**src/rtl/pc_fetch.sv**
```systemverilog
// Instruction fetch stage: drives the instruction memory from a fetch PC and
// delivers one instruction per cycle, parking a response in a skid buffer on stall.
module pc_fetch #(
    parameter logic [31:0] RESET_PC = 32'h0000_3000
) (
    input  logic        clk,
    input  logic        rst,
    input  logic        stall,
    input  logic        redirect_valid,
    input  logic [31:0] redirect_pc,
    output logic        imem_req,
    output logic [31:0] imem_addr,
    input  logic        imem_ready,
    input  logic [31:0] imem_rdata,
    output logic [31:0] PC,
    output logic [31:0] Instr,
    output logic        if_valid,
    output logic        addr_err,
    output logic [15:0] fetch_count
);

    localparam int unsigned XLEN = 32;
    localparam int unsigned CW   = 16;

    typedef enum logic {
        FETCH = 1'b0,
        HOLD  = 1'b1
    } state_t;

    state_t            state_q, state_d;
    logic [XLEN-1:0]   pc, pc_d;
    logic [XLEN-1:0]   pc_inc;
    logic [XLEN-1:0]   skid_instr_q, skid_instr_d;
    logic [XLEN-1:0]   skid_pc_q, skid_pc_d;
    logic [XLEN-1:0]   pc_out_d, instr_d;
    logic              valid_d, err_d;
    logic [CW-1:0]     cnt_d;

    assign pc_inc    = pc + XLEN'(4);
    assign imem_addr = pc;

    // Next-state and next-output decode; redirect overrides everything else.
    always_comb begin
        state_d      = state_q;
        pc_d         = pc;
        skid_instr_d = skid_instr_q;
        skid_pc_d    = skid_pc_q;
        pc_out_d     = PC;
        instr_d      = Instr;
        valid_d      = if_valid;
        err_d        = addr_err;
        cnt_d        = fetch_count;

        if (redirect_valid) begin
            state_d      = FETCH;
            pc_d         = {redirect_pc[XLEN-1:2], 2'b00};
            skid_instr_d = '0;
            skid_pc_d    = '0;
            pc_out_d     = '0;
            instr_d      = '0;
            valid_d      = 1'b0;
            if (redirect_pc[1:0] != 2'b00) begin
                err_d = 1'b1;
            end
        end else begin
            case (state_q)
                FETCH: begin
                    if (imem_ready && !stall) begin
                        instr_d  = imem_rdata;
                        pc_out_d = pc_inc;
                        valid_d  = 1'b1;
                        pc_d     = pc_inc;
                        cnt_d    = fetch_count + CW'(1);
                    end else if (imem_ready && stall) begin
                        skid_instr_d = imem_rdata;
                        skid_pc_d    = pc_inc;
                        pc_d         = pc_inc;
                        state_d      = HOLD;
                    end else if (!stall) begin
                        instr_d  = '0;
                        pc_out_d = '0;
                        valid_d  = 1'b0;
                    end
                end
                HOLD: begin
                    if (!stall) begin
                        instr_d  = skid_instr_q;
                        pc_out_d = skid_pc_q;
                        valid_d  = 1'b1;
                        cnt_d    = fetch_count + CW'(1);
                        state_d  = FETCH;
                    end
                end
                default: state_d = FETCH;
            endcase
        end
    end

    // State, fetch PC, skid buffer and delivered outputs.
    always_ff @(posedge clk or negedge rst) begin
        if (!rst) begin
            state_q      <= FETCH;
            pc           <= RESET_PC;
            skid_instr_q <= '0;
            skid_pc_q    <= '0;
            PC           <= '0;
            Instr        <= '0;
            if_valid     <= 1'b0;
            addr_err     <= 1'b0;
            fetch_count  <= '0;
            imem_req     <= 1'b1;
        end else begin
            state_q      <= state_d;
            pc           <= pc_d;
            skid_instr_q <= skid_instr_d;
            skid_pc_q    <= skid_pc_d;
            PC           <= pc_out_d;
            Instr        <= instr_d;
            if_valid     <= valid_d;
            addr_err     <= err_d;
            fetch_count  <= cnt_d;
            imem_req     <= (state_d == FETCH);
        end
    end

endmodule

```
**config.mk**
```make
export PLATFORM = sky130hd
export DESIGN_NAME = pc_fetch
export DESIGN_NICKNAME = d
export VERILOG_FILES = /design/src/rtl/pc_fetch.sv
export SDC_FILE = /design/constraint.sdc
export NUM_CORES = 1
export LEC_CHECK = 0
export ABC_AREA = 1
export BUFFER_PORTS_ARGS = -buffer_cell sky130_fd_sc_hd__buf_2
export CORE_MARGIN = 2
export CORE_UTILIZATION = 40
export CTS_BUF_LIST = sky130_fd_sc_hd__clkbuf_16
export DETAILED_ROUTE_END_ITERATION = 10
export SETUP_SLACK_MARGIN = 0.1
export SLEW_MARGIN = 30
export SYNTH_ARGS = -nofsm -noshare
export SYNTH_HDL_FRONTEND = slang
export SYNTH_SLANG_ARGS = --single-unit
```
**constraint.sdc**
```tcl
create_clock -name clk -period 2.03 [get_ports clk]
set_clock_uncertainty 0.1 [all_clocks]
set_input_delay 0.406 -clock clk [delete_from_list [all_inputs] [get_ports clk]]
set_output_delay 0.406 -clock clk [all_outputs]
set_load 0.02 [all_outputs]
```
### Yosys cells after proc, flatten, opt, wreduce, memory -nomap -nowiden

Cells that the tools add are included.

* add/sub/neg operators: 2
* eq/ne operators: 7
* muxes and demuxes: 35
* bitwise operators: 3
* reduce and logical (&&, ||, !) cells: 11

Operator list (count)
* 32-bit 2-to-1 mux: 19
* 32-bit one-hot mux with 2 select lines: 2
* 32-bit by 3-bit adder with 32-bit output (second input constant): 1
* 16-bit 2-to-1 mux: 2
* 16-bit one-hot mux with 2 select lines: 1
* 16-bit by 1-bit adder with 16-bit output (second input constant): 1
* 1-bit 2-to-1 mux: 9
* 3-bit AND reduction: 3
* 2-bit != test (second input constant): 4
* 4-bit != test (second input constant): 2
* 1-bit one-hot mux with 2 select lines: 2
* 2-bit AND reduction: 2
* 2-bit nonzero test: 2
* 3-bit != test (second input constant): 1
* 1-bit NOT: 3
* 3-bit nonzero test: 1
* 1-bit logical AND: 2
* 1-bit zero test: 1

* register bits after elaboration: 180
* input port bits: 69
* output and inout bits: 115
* logic and storage cells: 68

### Logic depth before layout (Yosys ltp)

Gate-level depths: netlist (run 1).

* word-level depth: 6
* depth in mapped cells: 11

### Worst setup path after synthesis (run 1)

No wires, ideal clock.

* path kind: flip-flop to flip-flop
* start point: register pc[3] (netlist: imem_addr[3])
* end point: register PC[26]
* setup time: 0.117 ns
* data arrival time: 1.533 ns
* required time: 1.813 ns
* path slack: 0.280 ns
* stages on the path, launching flop included: 11
* buffers on the path: 0
* clock period less this slack: 1.750 ns
* cell sequence: dfrtp_1 ha_1 nand2_1 nor2_2 nand2_2 nor2_1 nand3_1 nand3_1 nand2_1 nand2_1 nand2_1

* cells in the longest elaborated chain, start to end: 4

RTL lines
* start: declaration: RTL line 31 `logic [XLEN-1:0] pc, pc_d;`
* start signal: assignment: RTL line 114 `pc <= pc_d;`
* 32-bit by 3-bit adder with 32-bit output: RTL line 39 `assign pc_inc = pc + XLEN'(4);`
* 32-bit 2-to-1 mux: RTL line 68 `if (imem_ready && !stall) begin`
* 32-bit one-hot mux with 2 select lines: RTL line 66 `case (state_q)`
* 32-bit 2-to-1 mux: RTL line 54 `if (redirect_valid) begin`
* end signal: assignment: RTL line 117 `PC <= pc_out_d;`
* end: declaration: RTL line 15 `output logic [31:0] PC,`

Every way passes these cells.
A chain may end at the register's enable or synchronous reset.

### Worst setup path after layout (run 1)

* start point: register pc[12] (netlist: imem_addr[12])
* end point: register PC[25]

Same word-level chain as after synthesis.

==> impl_metrics.ini, run 1 <==
[die]
io_pins = 184
initial_core_util_pct = 40.4
rows = 53
die_w_um = 149
core_area_um2 = 20800
dieArea_um2 = 22200
die_h_um = 149

[routing]
drt-vias-per-instance = 5.08
ant_nets = 0
post_drt_wl_per_cell_um = 16.6
dr.pass1.iters = 5
routed_wl_um = 25000
drtIter0Drc = 563
drcViolationCount = 0
vias = 7620

[power_and_ir_drop]
power.density_nw_per_um2 = 883
power_w = 0.00917
combPwrFrac_pct = 18.4
irDropWorstVdd_mv = 0.665
intPower_w = 0.00616
leakagePower_nw = 5.38
pwr-share-seq_pct = 45.3
pwr-share-clk_pct = 36.3
p_switching_w = 0.00301
power.share.switching_pct = 32.8

[critical_path]
cp_max_fo = 5
startpoint = imem_addr[12]
critPathKind = reg -> reg
worst_setup_path_end_kind = register
rrSetupSlack_ps = 230
arrival_ps = 2020
r2r_cells = 9
timing.rr.start = imem_addr[12]
cp-start-kind = register
endpoint = PC[25]
critPathRequiredTime_ps = 2250
r2r_end = PC[25]

[yosys]
yosysTopAreaCell = dfrtp_1
ys_seq_elements = 176
synth-simple-area-share_pct = 28.3
yosys_warnings = 0
syn_inst = 1037
synth_fa_ha_area_share_pct = 0.298
synth_top_family_by_area = simple AND/OR/NAND/NOR gates
synth_top_area_share_pct = 51.5
synthTopCellsByArea = dfrtp_1, nand2_1, nand3_1
seq_area_frac_synth_pct = 52.4
synthMuxAreaShare_pct = 0
netlist_area_um2 = 8410
synth.avg_cell_area_um2 = 8.11
synth_compound_area_share_pct = 11.5
ys_types = 35
synth_xor_area_share_pct = 1.98

[job]
max_cap_viol_count = 0

[placement]
dpl_cell_area_um2 = 9720
numPortBuffers = 181
pre_cts_slack_ps = 197
gp_congestion = 0.901
dpl.cell_count = 1461
dp_hpwl_um = 16800

[cells_and_area]
fin_cells = 1499
num-fill-cells = 2036
drive_gt1_share_pct = 23.0
multi_input_area_um2 = 3600
fin_area_um2 = 10400
final_cell_mix = nand2_1, buf_2, dfrtp_1
regArea_um2 = 4410
syn2layout_area_growth_pct = 23.5
fin_nets = 1279
final_common_cell = nand2_1

[clock_tree]
clockBufferDepth = 2
h-tree-depth = 4
clk_pin_slew_ps = 80
cts_buffers = 17
cts_tree = done
cts_root_buf = clkbuf_16
clk_latency_ps = 440
clock-sinks = 176

[timing]
min_period_over_period_pct = 88.7
fmax_mhz = 555
hold_viol_final = 0
fin_ws_ps = 230
rsz0062_at_grt = false
slew_violations = 0
final.setup.tns_ps = 0
setup_violations = 0
fin_crit_ps = 1800

[global_route]
grt_max_degree = 78
grt_usage_pct = 23.3
grt_remaining_overflow = 0
grt_pass1_vias = 7392
antenna_found_initial = 4
grt_pass1_wl_um = 40200

[min_path]
hold_class = in -> reg

[run_status]
status = complete, no violations
==> cell families after synthesis <==
kind of cell / after synthesis
flip-flops: 176
buffers and inverters: 108
adder cells (fa/ha/maj): 2
AO/OA/AOI/OAI: 164
other: 1
XOR/XNOR: 19
AND/OR/NAND/NOR: 567
==> registers in the layout, summed over array words and instances, names as in the netlist <==
register and flops:
Instr 32, imem_addr 30, state_q 1, imem_req 1
addr_err 1, skid_instr_q 32, fetch_count 16, PC 31
skid_pc_q 31, if_valid 1
==> critical path, cell delays in order, from the launching register on <==
cell and delay, ps:
dfstp_2 570, nand2_1 110, nor2_2 180, nand2_1 140, nor2_4 160, nand3_1 120, nand3_1 110, nand2_1 50
nand2_1 90, nand2_1 50
==> stage by stage <==
step	util, %	hold WS, ps
global placement	46.7	233
global route	49.8	97.0
detailed placement	46.7	232
finish	49.9	106
CTS	49.6	90.4
floorplan	-	10.4
==> worst min path at each step <==
stage                              start               end  depth (start not counted)
after global routing      imem_rdata[15]  skid_instr_q[15]                          3
after detailed placement             rst   skid_instr_q[2]                          1
after global placement               rst   skid_instr_q[2]                          1
final                     imem_rdata[16]  skid_instr_q[16]                          3
after floorplan                      rst          Instr[0]                          0
after CTS                 imem_rdata[15]  skid_instr_q[15]                          3
==> area by class of cell <==
cell class	instances	share of cell area [%]
antenna	3	0.0723
clock buffer	17	4.10
clock inverter	15	1.59
inverter	51	1.84
multi-input combinational	754	34.6
sequential	176	42.5
tap	275	3.31
timing repair buffer	208	12.0
==> power groups by stage <==
stage               registers [W]  logic (W)  clock network, W
finish                    0.00415    0.00169           0.00333
global route              0.00419    0.00188           0.00355
CTS                       0.00414    0.00168           0.00340
detailed placement        0.00421    0.00167                 0
global placement          0.00421    0.00166                 0
floorplan                 0.00436   0.000794                 0
==> layer usage <==
layer	GRT usage, %	up-vias	routed length [µm]
li1	-	3727	-
met1	32.8	3607	11400
met2	35.7	246	11300
met3	5.57	36	1710
met4	7.43	4	469
met5	0	-	14
==> synthesized netlist by cell type, drive strengths merged <==
master,number
nand2,384
dfrtp,173
nand3,97
nor2,75
o21ai,67
inv,51
a22oi,43
a21oi,42
buf,29
clkbuf,28
xnor2,11
xor2,8
o21bai,5
a31oi,4
nand4,4
and2,3
dfstp,3
nor3,3
ha,2
a21o,1
a22o,1
a32o,1
conb,1
or2,1
==> repair_timing <==
action	4_1_cts	5_1_grt
endpoints found under the hold margin	25	0
endpoints found under the setup margin	0	29
resized for setup	0	11
setup buffers	0	2
hold buffers	1	0
No activity file was read; power rests on OpenSTA's default activity.
==> inputs of run 2 (changes only) <==
Settings changed: CTS_BUF_LIST sky130_fd_sc_hd__clkbuf_16 to sky130_fd_sc_hd__clkbuf_4.
==> run 2 against run 1 <==
Compared with the run above: critical path depth up 2; global-route usage up 0.27 points; routed wire length up 1.1%; critical path type unchanged; clock-buffer cell count unchanged; setup slack worse by 67 ps; cell area up 2.3%; first-iteration DRC count down 6.0%; via count up 3.1%.
==> impl_metrics.ini, run 2 (synthesis results as in run 1) <==
[routing]
drcViolationCount = 0
routed_wl_um = 25200
post_drt_wl_per_cell_um = 16.3
drtIter0Drc = 529
drt-vias-per-instance = 5.07
vias = 7854
ant_nets = 0
dr.pass1.iters = 5

[die]
io_pins = 184
rows = 53
dieArea_um2 = 22200
initial_core_util_pct = 40.4
die_h_um = 149
core_area_um2 = 20800
die_w_um = 149

[cells_and_area]
final_cell_mix = nand2_1, buf_2, dfrtp_1
drive_gt1_share_pct = 22.8
fin_nets = 1331
multi_input_area_um2 = 3610
top_regs = Instr: 32 flops, skid_instr_q: 32 flops
final_util_pct = 51.0
syn2layout_area_growth_pct = 26.3
final_common_cell = nand2_1
regArea_um2 = 4410
num-fill-cells = 2023
fin_cells = 1550

[global_route]
grt_pass1_vias = 7592
grt_pass1_wl_um = 41000
grt_remaining_overflow = 0
grt_usage_pct = 23.6
antenna_found_initial = 2
grt_max_degree = 78

[job]
max_cap_viol_count = 0

[critical_path]
cp-start-kind = register
critPathKind = reg -> reg
worst_setup_path_end_kind = register
path_cells = buf_4, nand2_1, nor2_2, inv_1, nor2_1, nand2_1, nand2_1, nand3_1, nand2_1, nand2_1, nand2_1
critPathBufInv = 2
max_stage_delay_ps = 580
crit_slowest_cell = dfstp_2
critPathRequiredTime_ps = 2450
cp_max_fo = 4
path_delay_family = simple AND/OR/NAND/NOR gates
crit_top_cell = nand2_1
arrival_ps = 2280

[power_and_ir_drop]
leakagePower_nw = 5.47
power_w = 0.00801
power.density_nw_per_um2 = 755
irDropWorstVdd_mv = 0.334

[timing]
setup_violations = 0
final.setup.tns_ps = 0
hold_viol_final = 0
fin_crit_ps = 1870
rsz0062_at_grt = true
fmax_mhz = 535
min_period_over_period_pct = 92.0
slew_violations = 0

[clock_tree]
cts_buffers = 17
clk_latency_ps = 570
h-tree-depth = 4
clockBufferDepth = 2
clk_pin_slew_ps = 170
cts_tree = done
cts_root_buf = clkbuf_4
clock-sinks = 176

[placement]
gp_congestion = 0.901
numPortBuffers = 181
dp_hpwl_um = 16800
dpl.cell_count = 1461

[min_path]
hold_class = in -> reg

[run_status]
status = complete, no violations
==> run 2: path summary, 6_finish.rpt <==
path	slack (ps)	cells past startpoint	to	from
setup reg to reg	160	11	imem_addr[30]	imem_addr[13]
hold reg to reg	380	1	fetch_count[15]	fetch_count[15]
min in group asynchronous	180	2	skid_instr_q[0]	rst
max in group asynchronous	1020	3	skid_instr_q[26]	rst
hold / removal	50	3	imem_addr[25]	redirect_pc[25]
setup / recovery	160	11	imem_addr[30]	imem_addr[13]
==> run 2: per-layer routing <==
metal  GRT usage [%]  share of wire, %  up-vias
met3            4.50               6.1       31
met1            33.7                46     3731
met5               0                 0        -
met2            36.7                46      264
met4            6.81               1.7        0
li1                -                 -     3828
==> run 2: area by class of cell <==
type / count / share of cell area, %
clock inverters: 15 / 1.56
multi-input cells: 754 / 34.0
repair buffers: 260 / 16.6
inverters: 51 / 1.80
flip-flops and latches: 176 / 41.6
diodes: 2 / 0.0471
clock buffers: 17 / 1.20
well taps: 275 / 3.24
==> run 2: worst reg2reg max path, delay by kind of cell (launching register included) <==
| family | cells | cell delay, ps |
|---|---|---|
| simple gates | 9 | 950 |
| buf+inv | 2 | 170 |
| flops | 1 | 580 |
==> run 2: power by group <==
| part | leakage, nW | internal (W) | switching, W | total, W |
|---|---|---|---|---|
| sequential | 2.27 | 0.00384 | 0.000306 | 0.00415 |
| combinational | 3.04 | 0.000637 | 0.00115 | 0.00178 |
| clock | 0.158 | 0.000673 | 0.00141 | 0.00209 |
| total | 5.47 | 0.00515 | 0.00286 | 0.00801 |
==> run 2: repair_timing <==
| item | 4_1_cts | 5_1_grt |
|---|---|---|
| hold buffers | 50 | 1 |
| buffers inserted | 2 | 2 |
| hold endpoints to repair | 241 | 1 |
| setup endpoints to repair | 1 | 38 |
| pin swaps | 0 | 4 |
| resized for setup | 0 | 22 |
==> run 2: metrics by stage <==
step / instance area [µm²] / setup slack, ps / hold WS, ps
after floorplan: 8410 / 280 / 10.4
after global placement: 9720 / 214 / 233
after detailed placement: 9720 / 197 / 232
after CTS: 10500 / 117 / 3.00
after global routing: 10600 / 44.8 / 0.216
final: 10600 / 162 / 45.2
